==> config.mk <==
export PLATFORM = sky130hd
export DESIGN_NAME = tree_switch_node
export DESIGN_NICKNAME = d
export VERILOG_FILES = /design/src/rtl/tree_switch_node.sv
export SDC_FILE = /design/constraint.sdc
export NUM_CORES = 2
export LEC_CHECK = 0
export BUFFER_PORTS_ARGS = -buffer_cell sky130_fd_sc_hd__buf_2
export CORE_MARGIN = 5
export CORE_UTILIZATION = 61
export CTS_CLUSTER_SIZE = 30
export DETAILED_ROUTE_END_ITERATION = 16
export PLACE_DENSITY = 0.82
export SETUP_SLACK_MARGIN = 0.02
export SYNTH_ARGS = -nofsm -noshare
export SYNTH_HDL_FRONTEND = slang
export SYNTH_SLANG_ARGS = --single-unit
export TNS_END_PERCENT = 50
==> constraint.sdc <==
create_clock -name i_sclk -period 9.95 [get_ports i_sclk]
set_clock_uncertainty 0.05 [all_clocks]
set_input_delay 0.995 -clock i_sclk [delete_from_list [all_inputs] [get_ports i_sclk]]
set_output_delay 0.995 -clock i_sclk [all_outputs]
set_load 0.02 [all_outputs]
==> src/rtl/tree_switch_node.sv <==
// tree_switch_node: buffered tree-NoC router with NumChild child ports and one
// parent port; per-input FIFOs feed round-robin arbitrated output registers.
module tree_switch_node #(
   parameter int DataWidth     = 35,
   parameter int AddrWidth     = 3,
   parameter int NumChild      = 4,
   parameter int ChildSpanLog2 = 0,
   parameter int BaseAddr      = 0,
   parameter int FifoDepth     = 4
) (
   input  logic                          i_sclk,
   input  logic                          i_reset,
   input  logic [NumChild*DataWidth-1:0] i_child_data,
   input  logic [NumChild-1:0]           i_child_data_valid,
   output logic [NumChild-1:0]           o_child_data_ready,
   output logic [NumChild*DataWidth-1:0] o_child_data,
   output logic [NumChild-1:0]           o_child_data_valid,
   input  logic [NumChild-1:0]           i_child_data_ready,
   input  logic [DataWidth-1:0]          i_parent_data,
   input  logic                          i_parent_data_valid,
   output logic                          o_parent_data_ready,
   output logic [DataWidth-1:0]          o_parent_data,
   output logic                          o_parent_data_valid,
   input  logic                          i_parent_data_ready,
   output logic                          o_misroute
);
   localparam int NumIn = NumChild + 1;
   localparam int PtrW  = $clog2(FifoDepth);
   localparam int SelW  = $clog2(NumIn);
   localparam int Span  = NumChild << ChildSpanLog2;

   logic [NumIn-1:0][DataWidth-1:0] in_data, head_data, out_data;
   logic [NumIn-1:0]                in_valid, in_ready;
   logic [NumIn-1:0]                out_valid, out_ready;
   logic [NumIn-1:0]                head_valid, route_req, drop, pop;
   logic [NumIn-1:0][SelW-1:0]      head_dest;
   logic [NumIn-1:0][NumIn-1:0]     grant;
   logic                            misroute_q;

   for (genvar c = 0; c < NumChild; c++) begin : g_map
      assign in_data[c] = i_child_data[c*DataWidth +: DataWidth];
      assign o_child_data[c*DataWidth +: DataWidth] = out_data[c];
   end

   assign in_data[NumChild]   = i_parent_data;
   assign in_valid            = {i_parent_data_valid, i_child_data_valid};
   assign out_ready           = {i_parent_data_ready, i_child_data_ready};
   assign o_child_data_ready  = in_ready[NumChild-1:0];
   assign o_parent_data_ready = in_ready[NumChild];
   assign o_child_data_valid  = out_valid[NumChild-1:0];
   assign o_parent_data_valid = out_valid[NumChild];
   assign o_parent_data       = out_data[NumChild];
   assign o_misroute          = misroute_q;

   for (genvar g = 0; g < NumIn; g++) begin : g_in
      logic [DataWidth-1:0] mem [FifoDepth];
      logic [PtrW-1:0]      wr_ptr, rd_ptr;
      logic [PtrW:0]        count, count_nx;
      logic                 ready_q, push, in_range;
      logic [AddrWidth-1:0] addr;
      logic [31:0]          off;

      assign push     = in_valid[g] & ready_q;
      assign count_nx = count + (PtrW+1)'(push) - (PtrW+1)'(pop[g]);
      assign in_ready[g] = ready_q;

      // ready is registered from the next occupancy, so it never looks at valid
      always_ff @(posedge i_sclk or negedge i_reset) begin
         if (!i_reset) begin
            wr_ptr  <= '0;
            rd_ptr  <= '0;
            count   <= '0;
            ready_q <= 1'b0;
         end else begin
            if (push)
               wr_ptr <= wr_ptr + PtrW'(1);
            if (pop[g])
               rd_ptr <= rd_ptr + PtrW'(1);
            count   <= count_nx;
            ready_q <= (count_nx != (PtrW+1)'(FifoDepth));
         end
      end

      always_ff @(posedge i_sclk) begin
         if (push)
            mem[wr_ptr] <= in_data[g];
      end

      assign head_valid[g] = (count != '0);
      assign head_data[g]  = mem[rd_ptr];
      assign addr          = head_data[g][DataWidth-1 -: AddrWidth];

      // below-base addresses wrap to a huge offset and fall out of range
      assign off      = 32'(addr) - 32'(BaseAddr);
      assign in_range = (off < 32'(Span));

      assign head_dest[g] = in_range ? SelW'(off >> ChildSpanLog2)
                                     : SelW'(NumChild);
      assign drop[g]      = (g == NumChild) && head_valid[g] && !in_range;
      assign route_req[g] = head_valid[g] && !drop[g];
   end

   for (genvar o = 0; o < NumIn; o++) begin : g_out
      logic [NumIn-1:0]     want;
      logic [SelW-1:0]      last, pick;
      logic                 found, load, valid_q;
      logic [DataWidth-1:0] data_q;

      always_comb begin
         want = '0;
         for (int i = 0; i < NumIn; i++)
            want[i] = route_req[i] && (head_dest[i] == SelW'(o));
      end

      // search starts one past the last grant and wraps over all inputs
      always_comb begin
         found = 1'b0;
         pick  = '0;
         for (int k = 1; k <= NumIn; k++) begin
            if (!found && want[(int'(last) + k) % NumIn]) begin
               found = 1'b1;
               pick  = SelW'((int'(last) + k) % NumIn);
            end
         end
      end

      assign load     = found && (!valid_q || out_ready[o]);
      assign grant[o] = load ? (NumIn'(1) << pick) : '0;

      always_ff @(posedge i_sclk or negedge i_reset) begin
         if (!i_reset) begin
            last    <= '0;
            valid_q <= 1'b0;
            data_q  <= '0;
         end else if (load) begin
            last    <= pick;
            valid_q <= 1'b1;
            data_q  <= head_data[pick];
         end else if (out_ready[o]) begin
            valid_q <= 1'b0;
         end
      end

      assign out_valid[o] = valid_q;
      assign out_data[o]  = data_q;
   end

   always_comb begin
      pop = drop;
      for (int o = 0; o < NumIn; o++)
         pop = pop | grant[o];
   end

   always_ff @(posedge i_sclk or negedge i_reset) begin
      if (!i_reset)
         misroute_q <= 1'b0;
      else
         misroute_q <= drop[NumChild];
   end

endmodule

==> metrics.log <==
INFO  metric final-seq-area = 0.0269 sq mm
INFO  metric cts_buffers = 93
INFO  metric die_width = between 200 and 300 microns
INFO  metric grt_util_all_layers = between 30% and 40%
INFO  metric drt_first_iter_violations = between 4,000 and 5,000
INFO  metric num_io_pins = roughly 370
INFO  metric drt-wirelength-per-cell = around 29 microns
INFO  metric largest_net_degree_at_the_start_of_global_routing = 151
INFO  metric synth_nets = 4,105
INFO  metric syn_avg_cell_area = roughly 13 sq um
INFO  metric relative_area_change_from_synthesis_to_final_layout = 12.4%
INFO  metric via_per_inst = a little under 7
INFO  metric placement_rows = about 100
INFO  metric post-cts-setup-buffers = 0
INFO  metric period_minus_slack = 7970 ps
INFO  metric multi_input_comb_area = around 0.021 sq mm
INFO  metric final_cycle_share = approximately four fifths
INFO  metric worst_ep_arrival_time = approximately 8400 ps
INFO  metric drive_gt1_share = between 20% and 30%
INFO  metric port-buffer-count = about 370
INFO  metric numPlacedInstances = between 5,000 and 6,000
INFO  metric totalWireLength = around 150 mm
INFO  metric first_global_vias = between 30,000 and 40,000
INFO  metric cp_most_frequent_cell = sky130_fd_sc_hd__ha_1
INFO  metric edff_count_synth = 700
INFO  metric number_of_antenna_violations_at_the_first_check_in_global_routing = 32
INFO  metric ys_async_sr_fraction = between 20% and 30%
INFO  metric grt_first_pass_wirelength = between 200 and 250 mm
INFO  metric post_synthesis_sequential_area_ratio = between 50% and 60%
INFO  metric synth-seq-cells = 936
INFO  metric ys_warn_count = 0
INFO  metric clock_tree_sinks = ~940
INFO  metric post_cts_resized = 0
INFO  metric dpl.hpwl = 104 mm
INFO  metric crit-reg2reg-capture = g_in[0].ready_q$_DFF_PN0_
INFO  metric max_clock_freq = around 0.13 GHz
INFO  metric num-nets-final = between 4,000 and 5,000
INFO  metric critical_path.n_buffers_inverters = 7
INFO  metric ys_types = between 100 and 150
INFO  metric r2r_start = g_out[2].last[1]$_DFFE_PN0P_
INFO  metric finish.instance_area = 0.0554 sq mm
INFO  metric cts_hold_buffers = 0
INFO  metric die_h = a little under 300 microns
INFO  metric rrSetupSlack = 1980 ps
INFO  metric rsz0062_at_grt = false
INFO  metric place_area = approximately 0.052 sq mm
INFO  metric family_with_the_most_delay_on_the_worst_path = adder cells
INFO  metric count_of_maximum_capacitance_violations = 0
INFO  metric hold_violations = 0
INFO  metric die_area = 0.0865 sq mm
INFO  metric clock_tree.root_cell = sky130_fd_sc_hd__clkbuf_16
INFO  metric critical_path.max_stage_delay = roughly 600 ps
INFO  metric setup_viol_count_final = 0
INFO  metric hold_ws = around 290 ps
INFO  metric place.gp.congestion = slightly below 1
INFO  metric slew_headroom = 9.49%
INFO  metric floorplan_core_area = 0.0803 sq mm
INFO  metric cell_at_the_slowest_stage_of_the_critical_path = sky130_fd_sc_hd__dfrtp_1
INFO  metric cp_max_fo = 36
INFO  metric ys_dominant_reg_cell = sky130_fd_sc_hd__edfxtp_1
INFO  metric critPathCaptureType = flip-flop
INFO  metric finalNonFillerCells = about 5,200
INFO  metric postRouteAntennaNets = 0
INFO  metric cts_tree = built
INFO  metric required = ~10,000 ps
INFO  metric status = finished, final reports clean
INFO  metric worst_skew_pair.late_latency = about 680 ps
INFO  metric worst-path-stages = 30
INFO  metric r2r_cells = 30
INFO  metric fin_tns_setup = 0 ps
INFO  metric syn-instance-count = 3,759
INFO  metric syn-cell-area = ~0.049 sq mm
INFO  metric drt_pre_antenna_iters = 7
INFO  metric start_util = 61.3%
INFO  metric gr-total-overflow = 0
INFO  metric via_count = between 30,000 and 40,000
INFO  metric slew_violations = 0
INFO  metric timing_worst_setup_path_type = flip-flop to flip-flop
INFO  metric largest_buffer_count_on_any_clock_path = 3
INFO  metric worst_pin_slew = between 1000 and 1500 ps
INFO  metric final_routed_drc_violation_total = 0
INFO  metric worstHoldPathType = primary input to async pin
INFO  metric cts.reportedPaths.clkPinSlew = 60 ps
INFO  metric critical_path.startpoint_type = flip-flop
INFO  metric htreeDepth = 3
INFO  metric fillCellCount = 5,444
-- flip-flops by register name (all words and copies together) (netlist names) --
signal and flops:
g_in.wr_ptr 10, g_in.rd_ptr 10, o_misroute 1, o_parent_data_ready 1, g_in.mem 700, g_out.last 15
g_in.ready_q 4, o_parent_data 35, g_out.data_q 140, g_out.valid_q 4, g_in.count 15, o_parent_data_valid 1
-- cell type report --
type	instances	share of cell area [%]
antenna	19	0.0859
multi-input combinational	2475	38.0
clock inverter	60	1.65
tap	1060	2.40
clock buffer	115	4.43
timing repair buffer	415	3.99
inverter	121	0.820
sequential	936	48.7
-- worst max-delay path by stage --
| stage | start | end | slack, ps |
|---|---|---|---|
| 2_1_floorplan | g_out[0].last[0]$_DFFE_PN0P_ | g_in[2].ready_q$_DFF_PN0_ | 3150 |
| 3_3_place_gp | g_out[2].last[0]$_DFFE_PN0P_ | g_in[0].ready_q$_DFF_PN0_ | 2500 |
| 3_5_place_dp | g_out[2].last[1]$_DFFE_PN0P_ | g_in[0].ready_q$_DFF_PN0_ | 2280 |
| 4_1_cts | g_out[2].last[1]$_DFFE_PN0P_ | g_in[0].ready_q$_DFF_PN0_ | 2130 |
| 5_1_grt | g_out[2].last[1]$_DFFE_PN0P_ | g_in[0].ready_q$_DFF_PN0_ | 1490 |
| 6_report | g_out[2].last[1]$_DFFE_PN0P_ | g_in[0].ready_q$_DFF_PN0_ | 1980 |
-- cell usage in the layout, fill, tap and decap left out, types with 112 or more instances in the layout --
cell type	n
sky130_fd_sc_hd__nand2_1	282
sky130_fd_sc_hd__edfxtp_1	700
sky130_fd_sc_hd__nor2_1	139
sky130_fd_sc_hd__buf_2	371
sky130_fd_sc_hd__dfrtp_1	228
sky130_fd_sc_hd__mux2_2	143
sky130_fd_sc_hd__o21ai_0	288
sky130_fd_sc_hd__mux2i_1	233
sky130_fd_sc_hd__inv_1	112
sky130_fd_sc_hd__ha_1	154
sky130_fd_sc_hd__mux4_2	184
-- layer usage --
layer  track usage, %  wire [microns]  share of wire, %
met4             22.6           12300               8.1
met1             43.1           52000                34
met5                0             143             0.094
met3             8.23           16500                11
met2             54.1           71200                47
-- logic make-up (layout without fill, tap and decap cells) --
kind of cell | after synthesis | count (layout) | share of synthesized area (%)
mux | 560 | 560 | 16.4
fa+ha+maj | 159 | 159 | 4.12
buf+inv | 348 | 711 | 2.97
simple gates | 795 | 795 | 8.15
compound gates | 887 | 887 | 12.3
flops | 936 | 936 | 54.7
xor+xnor | 74 | 74 | 1.38
other cells | 0 | 19 | 0
-- cell usage after synthesis (45+ instances only) --
master / count / area [sq um]
sky130_fd_sc_hd__o21ai_0: 288 / 1440
sky130_fd_sc_hd__o22a_1: 69 / 604
sky130_fd_sc_hd__buf_2: 51 / 255
sky130_fd_sc_hd__mux4_2: 184 / 4140
sky130_fd_sc_hd__clkbuf_1: 142 / 533
sky130_fd_sc_hd__o22ai_1: 49 / 307
sky130_fd_sc_hd__dfrtp_1: 236 / 5910
sky130_fd_sc_hd__nand2b_1: 48 / 300
sky130_fd_sc_hd__a21oi_1: 111 / 556
sky130_fd_sc_hd__a221oi_1: 45 / 394
sky130_fd_sc_hd__ha_1: 154 / 1930
sky130_fd_sc_hd__nand2_1: 282 / 1060
sky130_fd_sc_hd__nor2_1: 139 / 522
sky130_fd_sc_hd__mux2i_1: 233 / 2330
sky130_fd_sc_hd__xnor2_1: 58 / 508
sky130_fd_sc_hd__edfxtp_1: 700 / 21000
sky130_fd_sc_hd__inv_1: 112 / 420
sky130_fd_sc_hd__mux2_2: 143 / 1610
-- per-stage QoR --
| step | setup slack, ps | util (%) |
|---|---|---|
| floorplan | 3150 | - |
| global placement | 2500 | 64.7 |
| detailed placement | 2280 | 64.7 |
| CTS | 2130 | 68.9 |
| global route | 1490 | 68.9 |
| finish | 1980 | 68.9 |
Power is not shown: default switching activity piles up to over one toggle a cycle in this logic, so the estimate is an artifact.
